<file path="src/rtl/cbus_arbiter_rr.sv">
// Cache-bus payload types and an N-input arbiter that locks the cbus to one
// requester for a whole burst, using round-robin or fixed-priority selection.

package cbus_pkg;
   localparam int unsigned ADDR_W = 32;
   localparam int unsigned DATA_W = 64;
   localparam int unsigned STRB_W = DATA_W / 8;
   localparam int unsigned LEN_W  = 8;

   typedef struct packed {
      logic              valid;
      logic              is_write;
      logic [2:0]        size;
      logic [ADDR_W-1:0] addr;
      logic [STRB_W-1:0] strobe;
      logic [DATA_W-1:0] data;
      logic [LEN_W-1:0]  len;
      logic [1:0]        burst;
   } cbus_req_t;

   typedef struct packed {
      logic              ready;
      logic              last;
      logic [DATA_W-1:0] data;
   } cbus_resp_t;
endpackage

module cbus_arbiter_rr
   import cbus_pkg::*;
#(
   parameter int unsigned NUM_INPUTS   = 2,
   parameter int unsigned RR_MODE      = 1,
   parameter int unsigned STARVE_LIMIT = 4,
   localparam int unsigned IW          = (NUM_INPUTS > 1) ? $clog2(NUM_INPUTS) : 1
) (
   input  logic                         clk,
   input  logic                         resetn,
   input  cbus_req_t  [NUM_INPUTS-1:0]  ireqs,
   output cbus_resp_t [NUM_INPUTS-1:0]  iresps,
   output cbus_req_t                    oreq,
   input  cbus_resp_t                   oresp,
   output logic                         grant_valid,
   output logic [IW-1:0]                grant_idx
);

   localparam int unsigned SW = 4;

   typedef enum logic {
      IDLE = 1'b0,
      BUSY = 1'b1
   } state_e;

   state_e        state_q, state_d;
   logic [IW-1:0] grant_q, grant_d;
   logic [IW-1:0] rr_ptr_q, rr_ptr_d;
   logic [SW-1:0] starve_q [NUM_INPUTS];
   logic [SW-1:0] starve_d [NUM_INPUTS];

   logic          win_valid;
   logic [IW-1:0] win_idx;

   // Winner selection, only consumed while IDLE
   always_comb begin : sel
      logic          found;
      int unsigned   j;
      logic [IW-1:0] idx;
      found   = 1'b0;
      j       = 0;
      idx     = '0;
      win_idx = '0;
      if (RR_MODE != 0) begin
         for (int unsigned k = 0; k < NUM_INPUTS; k++) begin
            j   = (32'(rr_ptr_q) + k) % NUM_INPUTS;
            idx = IW'(j);
            if (!found && ireqs[idx].valid) begin
               found   = 1'b1;
               win_idx = idx;
            end
         end
      end else begin
         // Starved requesters override plain priority
         for (int unsigned i = 0; i < NUM_INPUTS; i++) begin
            if (!found && ireqs[i].valid && (starve_q[i] >= SW'(STARVE_LIMIT))) begin
               found   = 1'b1;
               win_idx = IW'(i);
            end
         end
         for (int unsigned i = 0; i < NUM_INPUTS; i++) begin
            if (!found && ireqs[i].valid) begin
               found   = 1'b1;
               win_idx = IW'(i);
            end
         end
      end
      win_valid = found;
   end

   // Next state, grant bookkeeping and bus muxing
   always_comb begin : fsm
      state_d  = state_q;
      grant_d  = grant_q;
      rr_ptr_d = rr_ptr_q;
      starve_d = starve_q;
      oreq     = '0;
      iresps   = '0;
      case (state_q)
         IDLE: begin
            if (win_valid) begin
               state_d = BUSY;
               grant_d = win_idx;
               if (RR_MODE == 0) begin
                  for (int unsigned i = 0; i < NUM_INPUTS; i++) begin
                     if (IW'(i) == win_idx) begin
                        starve_d[i] = '0;
                     end else if (ireqs[i].valid) begin
                        starve_d[i] = (starve_q[i] >= SW'(STARVE_LIMIT)) ?
                                      SW'(STARVE_LIMIT) : starve_q[i] + 1'b1;
                     end else begin
                        starve_d[i] = '0;
                     end
                  end
               end
            end
         end
         BUSY: begin
            oreq            = ireqs[grant_q];
            iresps[grant_q] = oresp;
            if (oresp.ready && oresp.last) begin
               state_d = IDLE;
               if (RR_MODE != 0) begin
                  rr_ptr_d = (grant_q == IW'(NUM_INPUTS - 1)) ? '0 : grant_q + 1'b1;
               end
            end
         end
         default: state_d = IDLE;
      endcase
   end

   always_ff @(posedge clk or negedge resetn) begin
      if (!resetn) begin
         state_q  <= IDLE;
         grant_q  <= '0;
         rr_ptr_q <= '0;
         for (int unsigned i = 0; i < NUM_INPUTS; i++) begin
            starve_q[i] <= '0;
         end
      end else begin
         state_q  <= state_d;
         grant_q  <= grant_d;
         rr_ptr_q <= rr_ptr_d;
         for (int unsigned i = 0; i < NUM_INPUTS; i++) begin
            starve_q[i] <= starve_d[i];
         end
      end
   end

   assign grant_valid = (state_q == BUSY);
   assign grant_idx   = grant_q;

endmodule

</file>
<file path="config.mk">
export PLATFORM = sky130hd
export DESIGN_NAME = cbus_arbiter_rr
export DESIGN_NICKNAME = d
export VERILOG_FILES = /design/src/rtl/cbus_arbiter_rr.sv
export SDC_FILE = /design/constraint.sdc
export NUM_CORES = 1
export LEC_CHECK = 0
export BUFFER_PORTS_ARGS = -buffer_cell sky130_fd_sc_hd__buf_2
export CAP_MARGIN = 20
export CORE_AREA = 2 2 216 218
export CTS_CLUSTER_DIAMETER = 100
export DETAILED_ROUTE_END_ITERATION = 16
export DIE_AREA = 0 0 218 220
export PLACE_DENSITY = 0.38
export SLEW_MARGIN = 30
export SYNTH_ARGS = -nofsm -noshare
export SYNTH_HDL_FRONTEND = slang
export SYNTH_SLANG_ARGS = --single-unit
</file>
<file path="constraint.sdc">
create_clock -name clk -period 1.8 [get_ports clk]
set_input_delay 0.54 -clock clk [delete_from_list [all_inputs] [get_ports clk]]
set_output_delay 0.54 -clock clk [all_outputs]
set_load 0.01 [all_outputs]
</file>
; After elaboration in Yosys (flattened, before gate mapping)
; Cells that the tools add are included.
[classes]
add_sub_neg = 2
order_cmp = 4
mux = 18
bitwise = 2
reduce_logical = 6
[ops]
columns = cell, n
row1 = 2-to-1 mux 119 bit, 7
row2 = AND 132 bit, 1
row3 = 2-to-1 mux 132 bit, 1
row4 = demux 66 bit (select 1 bit), 1
row5 = 2-to-1 mux 66 bit, 1
row6 = 2-to-1 mux 1 bit, 7
row7 = < comparator 1 x 2 -> 1 bit (second input constant), 3
row8 = AND reduction 2 bit, 2
row9 = logical AND 1 bit, 3
row10 = adder 1 bit (second input constant), 2
row11 = case mux 1 bit (2 select lines), 1
row12 = greater-or-equal comparator 1 bit (second input constant), 1
row13 = logical NOT 1 bit, 1
row14 = inverter 1 bit, 1
[totals]
register_bits = 3
out_inout_bits = 253
wordCells = 35

; Logic depth before layout (Yosys ltp)
; Gate-level depths: netlist of run 1.
[depth]
word_depth = 8
depth_mapped = 5
ltp_nobuf = 2

; Worst setup path after synthesis of run 1
; Ideal clock, no wire load.
[synth_path]
path_type = register -> output
startpoint = reg grant_q, in the netlist grant_idx
endpoint = out oreq[100] (netlist name)
arrival_time_ns = 1.168
required_ns = 1.260
setup_slack_ns = 0.092
stages_incl_launch_ff = 6
path_buffers = 3
path_cell_list = dfrtp_1 > buf_4 > buf_8 > buf_8 > mux2i_1 > nor2b_1
[synth_lines]
columns = item, line
row1 = start: declaration, 54  ; logic [IW-1:0] grant_q, grant_d;
row2 = start signal: assignment, 149  ; grant_q <= grant_d;
row3 = end: declaration, 40  ; output cbus_req_t oreq,

==> summary.md, run 1 <==
| Metric | Value |
|---|---|
| Outcome | finished with violations |
| Failing checks | negative setup slack |
| CP arrival | about 1.6 ns |
| First-pass GRT wire length | ~28 mm |
| Min cycle time layout | approximately 2.1 ns |
| Worst slew pin tran | 0.214 ns |
| FF-to-FF path depth | 5 |
| Clock tree sinks | 3 |
| DP HPWL | 16.3 mm |
| Top cells by area, synth | mux2i_1 (37%), nor2b_1 (23%), and2_1 (13%) |
| Warning count from the yosys run | 0 |
| Clk pin slew, worst setup/hold paths | 0.03 ns |
| Vias/cell | 3.30 |
| Die height | around 220 µm |
| Post-layout util | 18.1% |
| Crit path largest cell delay | between 0.5 and 0.6 ns |
| Leakage power | between 4 and 5 nW |
| Post-synthesis sequential area ratio | under 10% |
| Final nets | approximately 1300 |
| Kind of end point of the critical path | output port |
| Router iterations before antenna repair | 4 |
| Largest net degree at the start of global routing | 95 |
| CP Launch Type | register |
| Post-synthesis cell area | ~3200 µm² |
| Wire length per cell | approximately 15 µm |
| Total GRT Usage | under 10% |
| Final Hold Viols | 0 |
| Power density cells | between 700 and 800 nW/µm² |
| Flops & latches, synth | 3 |
| Filler Cells Inserted | between 5000 and 6000 |
| Cells after Synth | 431 |
| Worst-Skew Late Latency | approximately 0.22 ns |
| DR iter-0 viols | between 150 and 200 |
| R2R Path Start | grant_valid |
| Die area | approximately 48000 µm² |
| Final period utilization | 116% |
| Root buffer cell | clkbuf_16 |
| Cell Chain, Critical Path | nor2b_4, buf_12, buf_8, clkbuf_16, and2_4, buf_6 |
| Port bufs | between 500 and 600 |
| Placed insts | between 1500 and 2000 |
| Fin cells | around 1600 |
| Initial Utilization | approximately 7.1% |
| Hold Crit Class | in2async |
| Std-Cell Rows | approximately 80 |
| Clock Skews | between 0.0015 and 0.002 ns |
| I/O pins | 559 |
| Slowest CP cell | dfrtp_4 |
| # hold bufs at CTS | 0 |
| # setup viols final | roughly 250 |
| H-Tree Depth | 1 |
| Layout cells sized above 1 | a little over two thirds |
| Area Growth Syn to Fin | 155% |
| Netlist cell types | 17 |
| Initial antenna violation count | 0 |
| Max-slew violations | 0 |
| DR DRC count | 0 |
| GP Congestion | approximately 0.87 |
| RSZ-0062 raised after global routing | true |
| Post-layout power | just over 0.006 W |
| CTS tree | yes |
| Clk buf depth | 2 |
| Max frequency | ~480 MHz |
| RR Endpoint | grant_valid |
| Total core area | approximately 46000 µm² |
| Total CTS buffers | 3 |
| Rel. slew slack | 85.4% |
| Syn nets | 737 |
| R2R setup slack | around 0.36 ns |
| PnR worst setup slack | -0.293 ns |
| Area leader, netlist | mux2i_1 |
| Top cell type's share of synthesized area | a little under two fifths |
| Vias in the first global route | between 4000 and 5000 |
| Die X | approximately 220 µm |
| Hold_ws | roughly 0.11 ns |
| Via count | 5308 |
| Crit Path Class | reg2out |
| Setup WS pre-CTS | -0.116 ns |
| DRT Wirelength | between 20 and 25 mm |
| Worst-path fanout max | 7 |
| GR Overflow Total | 0 |
| Req. time, crit path | about 1.3 ns |
| Routed Antenna Nets | 0 |
| Worst VDD drop | roughly 0.00032 V |
| Mean Syn Cell Area | between 7 and 8 µm² |
| Number of max-cap violations | 0 |
per-stage QoR:
stage / setup TNS [ns] / area, µm²
6_report: -59.31 / 8290
5_1_grt: -72.76 / 8290
4_1_cts: -64.89 / 7510
3_5_place_dp: -3.15 / 6770
3_3_place_gp: -2.09 / 6770
2_1_floorplan: 0 / 3240
how the worst max path moves through the flow:
| stage | from | endpoint | slack, ns | depth (start not counted) |
|---|---|---|---|---|
| after floorplan | grant_idx | oreq[100] | 0.09 | 5 |
| after global placement | grant_idx | iresps[42] | -0.09 | 4 |
| after detailed placement | grant_idx | oreq[43] | -0.12 | 5 |
| after CTS | grant_idx | oreq[43] | -0.34 | 5 |
| after global routing | grant_idx | oreq[23] | -0.35 | 5 |
| final | grant_idx | iresps[34] | -0.29 | 6 |
logic make-up after synthesis:
group,share of synthesized area [%]
AOI/OAI and AO/OA,0.540
buffers and inverters,10.6
and+or+nand+nor,49.5
muxes,37.0
DFF,2.31
cells in the final DEF, fill, tap and decap left out, types with 2 or more instances in the layout:
cell type and instances:
buf_8 3, mux2i_1 117, clkbuf_16 12, and2_4 60
buf_2 475, nor2b_1 120, buf_6 94, mux2i_2 2
dfrtp_4 2, buf_16 10, and2_1 6, and3_1 44
and3_4 22, buf_4 15, buf_12 8
layout make-up:
| cell class | count | area (µm²) | area share (%) |
|---|---|---|---|
| sequential | 3 | 82.6 | 0.996 |
| antenna | 1 | 2.50 | 0.0302 |
| timing repair buffer | 614 | 4250 | 51.3 |
| clock buffer | 4 | 78.8 | 0.951 |
| inverter | 1 | 3.75 | 0.0453 |
| tap | 607 | 759 | 9.16 |
| multi-input combinational | 378 | 3110 | 37.5 |
sequential cells by signal (all words and copies together), names as in the netlist:
| register | flops |
|---|---|
| grant_idx | 1 |
| grant_valid | 1 |
| rr_ptr_q | 1 |
worst max-delay path: cells and delay by family, from the launching register on:
family        cells  cell delay (ns)
simple gates      2             0.28
buf+inv           4             0.53
flops             1             0.51
cell usage after synthesis:
library cell	count
inv_1	1
nand2_1	1
nand3_1	1
a2bb2oi_1	1
o31a_1	1
dfrtp_1	3
buf_8	8
nor2b_4	1
and2_1	66
buf_6	3
buf_4	9
and3_1	66
mux2i_1	120
nor2b_1	121
clkbuf_1	20
clkbuf_2	6
buf_2	3
power by group:
part	internal, W	leakage (nW)	switching, W	total [W]
sequential	0.0000921	0.0323	0.0000223	0.000114
combinational	0.00308	4.60	0.00257	0.00565
clock	0.000292	0.0382	0.0000621	0.000354
total	0.00346	4.67	0.00265	0.00611
routing by layer:
layer	vias up	track usage (%)	wire length (µm)
met5	-	0	0
met4	0	1.32	212
met3	12	0.925	1570
met2	290	13.7	12200
met1	2411	9.48	9790
li1	2595	-	-
timing repair:
action,CTS,global route
gates cloned,7,11
setup endpoints to repair,252,253
setup buffers,10,1
resized for setup,91,119
pin swaps,37,26
Power figures use the tool's default switching activity.
==> run 2: changes to the inputs <==
- PLACE_DENSITY: 0.38 -> unset
- SLEW_MARGIN: 30 -> unset
==> run 2 against run 1 <==
  * Setup slack worse by 0.063 ns
  * Register-to-register slack better by 0.13 ns
  * Sequential power about the same
  * Total power down 0.28%
  * Sequential cell count unchanged
  * Via count up 0.45%
  * The run still ends with negative setup slack left
  * Critical path type unchanged
  * First-iteration DRC count up 7.1%
==> summary.md, run 2 (same netlist as run 1, synthesis figures left out) <==
| Metric | Value |
|---|---|
| RR Endpoint | rr_ptr_q |
| Wire length on met1 | 8.56 mm (-13%) |
| GP Congestion | 0.814 (-6.3%) |
| First-pass GRT wire length | 26.1 mm (-5.3%) |
| I/O pins | 559 (unchanged) |
| Req. time, crit path | 1.26 ns (about the same) |
| GR Overflow Total | 0 (unchanged) |
| Initial antenna violation count | 0 (unchanged) |
| Final period utilization | 120% (+3.5 points) |
| Total GRT Usage | 6.91% (-0.59 points) |
| Outcome | finished with violations |
| Initial Utilization | 7.07% (unchanged) |
| Wire length on met3 | 1.92 mm (+22%) |
| Commonest non-fill, non-tap cells in the layout | buf_2 (519), nor2b_1 (117), mux2i_1 (114) |
| Leakage power | 4.64 nW (-0.64%) |
| Top layer in use | met4 |
| Vias in the first global route | 4712 (+0.96%) |
| H-Tree Depth | 1 (unchanged) |
| Setup WS pre-CTS | -0.134 ns (-0.0181 ns) |
| Vias/cell | 3.27 (-0.90%) |
| CP arrival | 1.62 ns (+0.07 ns) |
| DP HPWL | 16.0 mm (-1.8%) |
| Crit Path Class | reg2out |
| Worst VDD drop | 0.000316 V (-0.54%) |
| CTS tree | yes |
| Via count | 5332 (+0.45%) |
| Total CTS buffers | 3 (unchanged) |
| Fin cells | 1630 (+1.4%) |
| Die height | 220 µm (unchanged) |
| Cell Chain, Critical Path | buf_12, nor2b_4, buf_6, buf_12, and2_1, buf_2 |
| Worst slew pin tran | 0.356 ns (+0.142 ns) |
| Hold_ws | 0.114 ns (+0.00877 ns) |
| Slowest CP cell | dfrtp_4 |
| Placed insts | 1596 (+1.3%) |
| DR WL met2 | 10.5 mm (-14%) |
| Power density cells | 757 nW/µm² (+2.6%) |
| PnR worst setup slack | -0.355 ns (-0.0625 ns) |
| Commonest non-fill, non-tap cell in the layout | buf_2 |
| Final Hold Viols | 0 (unchanged) |
| DR DRC count | 0 (unchanged) |
| Largest net degree at the start of global routing | 41 (-57%) |
| Root buffer cell | clkbuf_16 |
| # diodes | 0 (-1) |
| Die X | 218 µm (unchanged) |
| Rel. slew slack | 75.6% (-9.8 points) |
| Wire length per cell | 12.9 µm (-12%) |
| Final nets | 1330 (+1.8%) |
| Worst-Skew Late Latency | 0.22 ns (about the same) |
| Die area | 48000 µm² (unchanged) |
| CP bufs+invs | 4 (unchanged) |
| Failing checks | negative setup slack |
| Number of max-cap violations | 0 (unchanged) |
| Hold Crit Class | in2async |
| RSZ-0062 raised after global routing | true |
| Kind of end point of the critical path | output port |
| Max frequency | 464 MHz (-2.9%) |
| Clk pin slew, worst setup/hold paths | 0.03 ns (about the same) |
| Clock Skews | 0.00212 ns (+0.000570 ns) |
| Port bufs | 558 (unchanged) |
| # hold bufs at CTS | 0 (unchanged) |
| Layout cells sized above 1 | 67.4% (-3.2 points) |
| Clock tree sinks | 3 (unchanged) |
| Crit path largest cell delay | 0.49 ns (-0.02 ns) |
| Area Growth Syn to Fin | 148% |
| Routed Antenna Nets | 0 (unchanged) |
| R2R Path Start | grant_valid |
| CP Launch Type | register |
| Post-layout power | 0.00610 W (-0.28%) |
| DRT Wirelength | 21.1 mm (-11%) |
| FF-to-FF path depth | 3 (-2) |
| Total core area | 45900 µm² (unchanged) |
| R2R setup slack | 0.49 ns (+0.13 ns) |
| Min cycle time layout | 2.16 ns (+0.0625 ns) |
| # setup viols final | 252 (-0.40%) |
| Router iterations before antenna repair | 4 (unchanged) |
| Max-slew violations | 0 (unchanged) |
| DR iter-0 viols | 166 (+7.1%) |
| Worst-path fanout max | 10 (+3) |
| Std-Cell Rows | 79 (unchanged) |
| Family with the most delay on the worst path | buffers and inverters |
| CP most frequent cell | buf_12 |
| Clk buf depth | 2 (unchanged) |
## run 2: changes by cell type in the layout (fill, tap and decap cells not counted), sizes merged
| cell | change |
|---|---|
| buf | +27 |
| clkbuf | -4 |
| diode | -1 |
## run 2: cell type report
cell class	count	area (µm²)
fill	5207	37800
timing repair buffer	637	4110
multi-input combinational	378	3020
tap	607	759
sequential	3	82.6
clock buffer	4	78.8
inverter	1	3.75
## run 2: worst max-delay path by stage
stage / startpoint / to / cells after the start
2_1_floorplan: grant_idx / oreq[100] / 5
3_3_place_gp: grant_idx / oreq[68] / 6
3_5_place_dp: grant_idx / oreq[68] / 6
4_1_cts: grant_idx / oreq[56] / 6
5_1_grt: grant_idx / iresps[37] / 6
6_report: grant_idx / iresps[37] / 6
## run 2: routing by layer
metal	vias up	GRT usage, %
met5	-	0
met4	0	1.11
met3	6	1.09
met2	319	12.7
met1	2372	8.50
li1	2635	-
## run 2: worst register-to-register path: stages, from the launching register on
cell and delay (ns):
dfrtp_4 0.46, buf_4 0.31, nand3_1 0.24, mux2i_1 0.17
## run 2: power breakdown
part           internal (W)  leakage (nW)  switching (W)
clock              0.000292        0.0382      0.0000592
sequential        0.0000921        0.0323      0.0000199
combinational       0.00313          4.57        0.00251
## run 2: metrics by stage
step / setup TNS [ns] / utilization, % / instance area, µm²
finish: -61.41 / 17.6 / 8050
global placement: -5.28 / 15.2 / 6990
detailed placement: -6.95 / 15.2 / 6990
CTS: -65.92 / 16.8 / 7720
global route: -73.45 / 17.6 / 8050
floorplan: 0 / - / 3240
## run 2: repair_timing
item	4_1_cts	5_1_grt
pin swaps	4	9
cloned	11	6
buffers inserted	10	7
setup endpoints to repair	251	253
gates resized for setup	76	46
==> run 3: changes to the inputs <==
- PLACE_DENSITY: unset -> 0.41
==> run 3 against run 2 <==
  * The run still ends with negative setup slack left
  * Total power down 9.3%
  * First-iteration DRC count fell by 34%
  * Clock power is essentially flat
  * Core utilization down 0.21 points
==> summary.md, run 3 (same netlist as run 1, synthesis figures left out) <==
| Metric | Value |
|---|---|
| Outcome | finished with violations |
| Failing checks | negative setup slack |
| Total CTS buffers | 3 (unchanged) |
| Setup WS pre-CTS | -0.135 ns (-0.000506 ns) |
| Number of max-cap violations | 0 (unchanged) |
| CP arrival | 1.59 ns (-0.03 ns) |
| Req. time, crit path | 1.26 ns (about the same) |
| Initial antenna violation count | 3 (+3) |
| PnR worst setup slack | -0.334 ns (+0.0214 ns) |
| Final nets | 1318 (-0.90%) |
| Post-layout power | 0.00553 W (-9.3%) |
| I/O pins | 559 (unchanged) |
| Total GRT Usage | 7.02% (+0.11 points) |
| Clock tree sinks | 3 (unchanged) |
| Crit Path Class | reg2out |
| Hold Crit Class | in2async |
| R2R Path Start | grant_valid |
| Commonest non-fill, non-tap cell in the layout | buf_2 |
| Worst-Skew Late Latency | 0.22 ns (about the same) |
| Worst-path fanout max | 14 (+4) |
| H-Tree Depth | 1 (unchanged) |
| Largest net degree at the start of global routing | 40 (-2.4%) |
| DR DRC count | 0 (unchanged) |
| Crit path largest cell delay | 0.51 ns (+0.02 ns) |
| DRT Wirelength | 21.4 mm (+1.7%) |
| Leakage power | 4.61 nW (-0.53%) |
| Die X | 218 µm (unchanged) |
| CP Launch Type | register |
| Die area | 48000 µm² (unchanged) |
| Routed Antenna Nets | 0 (unchanged) |
| Setup TNS Final | -52.66 ns (+8.75 ns) |
| Layout cells sized above 1 | 65.4% (-2.0 points) |
| Worst setup path startpoint | grant_valid |
| DP HPWL | 16.6 mm (+4.0%) |
| Port bufs | 558 (unchanged) |
| Clk buf depth | 2 (unchanged) |
| Kind of end point of the critical path | output port |
| RSZ-0062 raised after global routing | true |
| CTS tree | yes |
| Root buffer cell | clkbuf_16 |
| Fin cells | 1619 (-0.67%) |
| Wire length per cell | 13.2 µm (+2.4%) |
| Final period utilization | 119% (-1.2 points) |
| Via count | 5283 (-0.92%) |
| Total core area | 45900 µm² (unchanged) |
| Area Growth Syn to Fin | 145% |
| Power density cells | 695 nW/µm² (-8.2%) |
| FF-to-FF path depth | 7 (+4) |
| Vias/cell | 3.26 (-0.25%) |
| Clock Skews | 0.00244 ns (+0.000321 ns) |
| Max-slew violations | 0 (unchanged) |
| # hold bufs at CTS | 0 (unchanged) |
| Rel. slew slack | 81.9% (+6.3 points) |
| Placed cell areas | 6940 µm² (-0.82%) |
| Slowest CP cell | dfrtp_4 |
| Worst VDD drop | 0.000337 V (+6.9%) |
| Initial Utilization | 7.07% (unchanged) |
| Final Hold Viols | 0 (unchanged) |
| Clk pin slew, worst setup/hold paths | 0.03 ns (about the same) |
| Min cycle time layout | 2.13 ns (-0.0214 ns) |
| GR Overflow Total | 0 (unchanged) |
| Router iterations before antenna repair | 4 (unchanged) |
| First-pass GRT wire length | 26.3 mm (+0.90%) |
| Commonest non-fill, non-tap cells in the layout | buf_2 (532), nor2b_1 (120), mux2i_1 (115) |
| Filler Cells Inserted | 5162 (-0.86%) |
| Die height | 220 µm (unchanged) |
| R2R setup slack | 0.13 ns (-0.36 ns) |
| Vias in the first global route | 4624 (-1.9%) |
| Placed insts | 1585 (-0.69%) |
| Finished Cell Area | 7960 µm² (-1.2%) |
| DR iter-0 viols | 110 (-34%) |
| GP Congestion | 0.849 (+4.3%) |
| Cell Chain, Critical Path | buf_6, nor2b_4, buf_4, buf_12, and2_1, buf_2 |
| Std-Cell Rows | 79 (unchanged) |
| Max frequency | 469 MHz (+1.0%) |
| # setup viols final | 251 (-0.40%) |
| Worst slew pin tran | 0.264 ns (-0.0915 ns) |
-- run 3: cell count changes in the layout (fill, tap and decap cells not counted), moves of 3 or more --
| cell | change |
|---|---|
| buf_4 | -25 |
| buf_2 | +13 |
| and2_1 | +9 |
| and2_4 | -9 |
| buf_6 | -8 |
| buf_12 | +4 |
| and3_1 | +3 |
| and3_4 | -3 |
| buf_16 | -3 |
| buf_8 | +3 |
| nor2b_1 | +3 |
-- run 3: cell type report --
class	count	area [µm²]	area share, %
timing repair buffer	625	4050	50.9
multi-input combinational	378	2980	37.4
tap	607	759	9.55
sequential	3	82.6	1.04
clock buffer	4	78.8	0.991
inverter	1	3.75	0.0472
antenna	1	2.50	0.0315
-- run 3: worst max-delay path: cells and delay by family, from the launching register on --
kind / cells / cell delay [ns]
buf+inv: 4 / 0.56
flops: 1 / 0.51
simple gates: 2 / 0.30
-- run 3: what timing repair did --
item | 4_1_cts | 5_1_grt
endpoints found under the setup margin | 248 | 251
resized for setup | 60 | 48
setup buffers | 11 | 4
pin swaps | 1 | 2
cloned | 5 | 10
-- run 3: worst paths after layout --
check                        endpoint
min                          rr_ptr_q
max reg2reg                 grant_idx
max                        iresps[41]
max in group asynchronous   grant_idx
min reg2reg                  rr_ptr_q
min in group clk             rr_ptr_q
-- run 3: where the power goes --
part	leakage (nW)	switching, W	internal [W]	total (W)
registers	0.0323	0.0000259	0.0000922	0.000118
clock network	0.0382	0.0000600	0.000292	0.000352
logic	4.54	0.00236	0.00270	0.00506
total	4.61	0.00245	0.00308	0.00553
-- run 3: metal layers --
metal  share of wire, %  up-vias  wire [µm]  global-route usage, %
met5              0.056        -         12                      0
met4               0.70        2        149                  0.930
met3                6.5       12       1390                  0.676
met2                 53      282      11300                   13.8
met1                 40     2373       8610                   8.28
li1                   -     2614          -                      -
-- run 3: metrics by stage --
stage	utilization, %	hold WS [ns]
3_3_place_gp	15.1	0.355
5_1_grt	17.3	0.114
4_1_cts	16.4	0.116
2_1_floorplan	-	0.244
6_report	17.3	0.113
3_5_place_dp	15.1	0.350
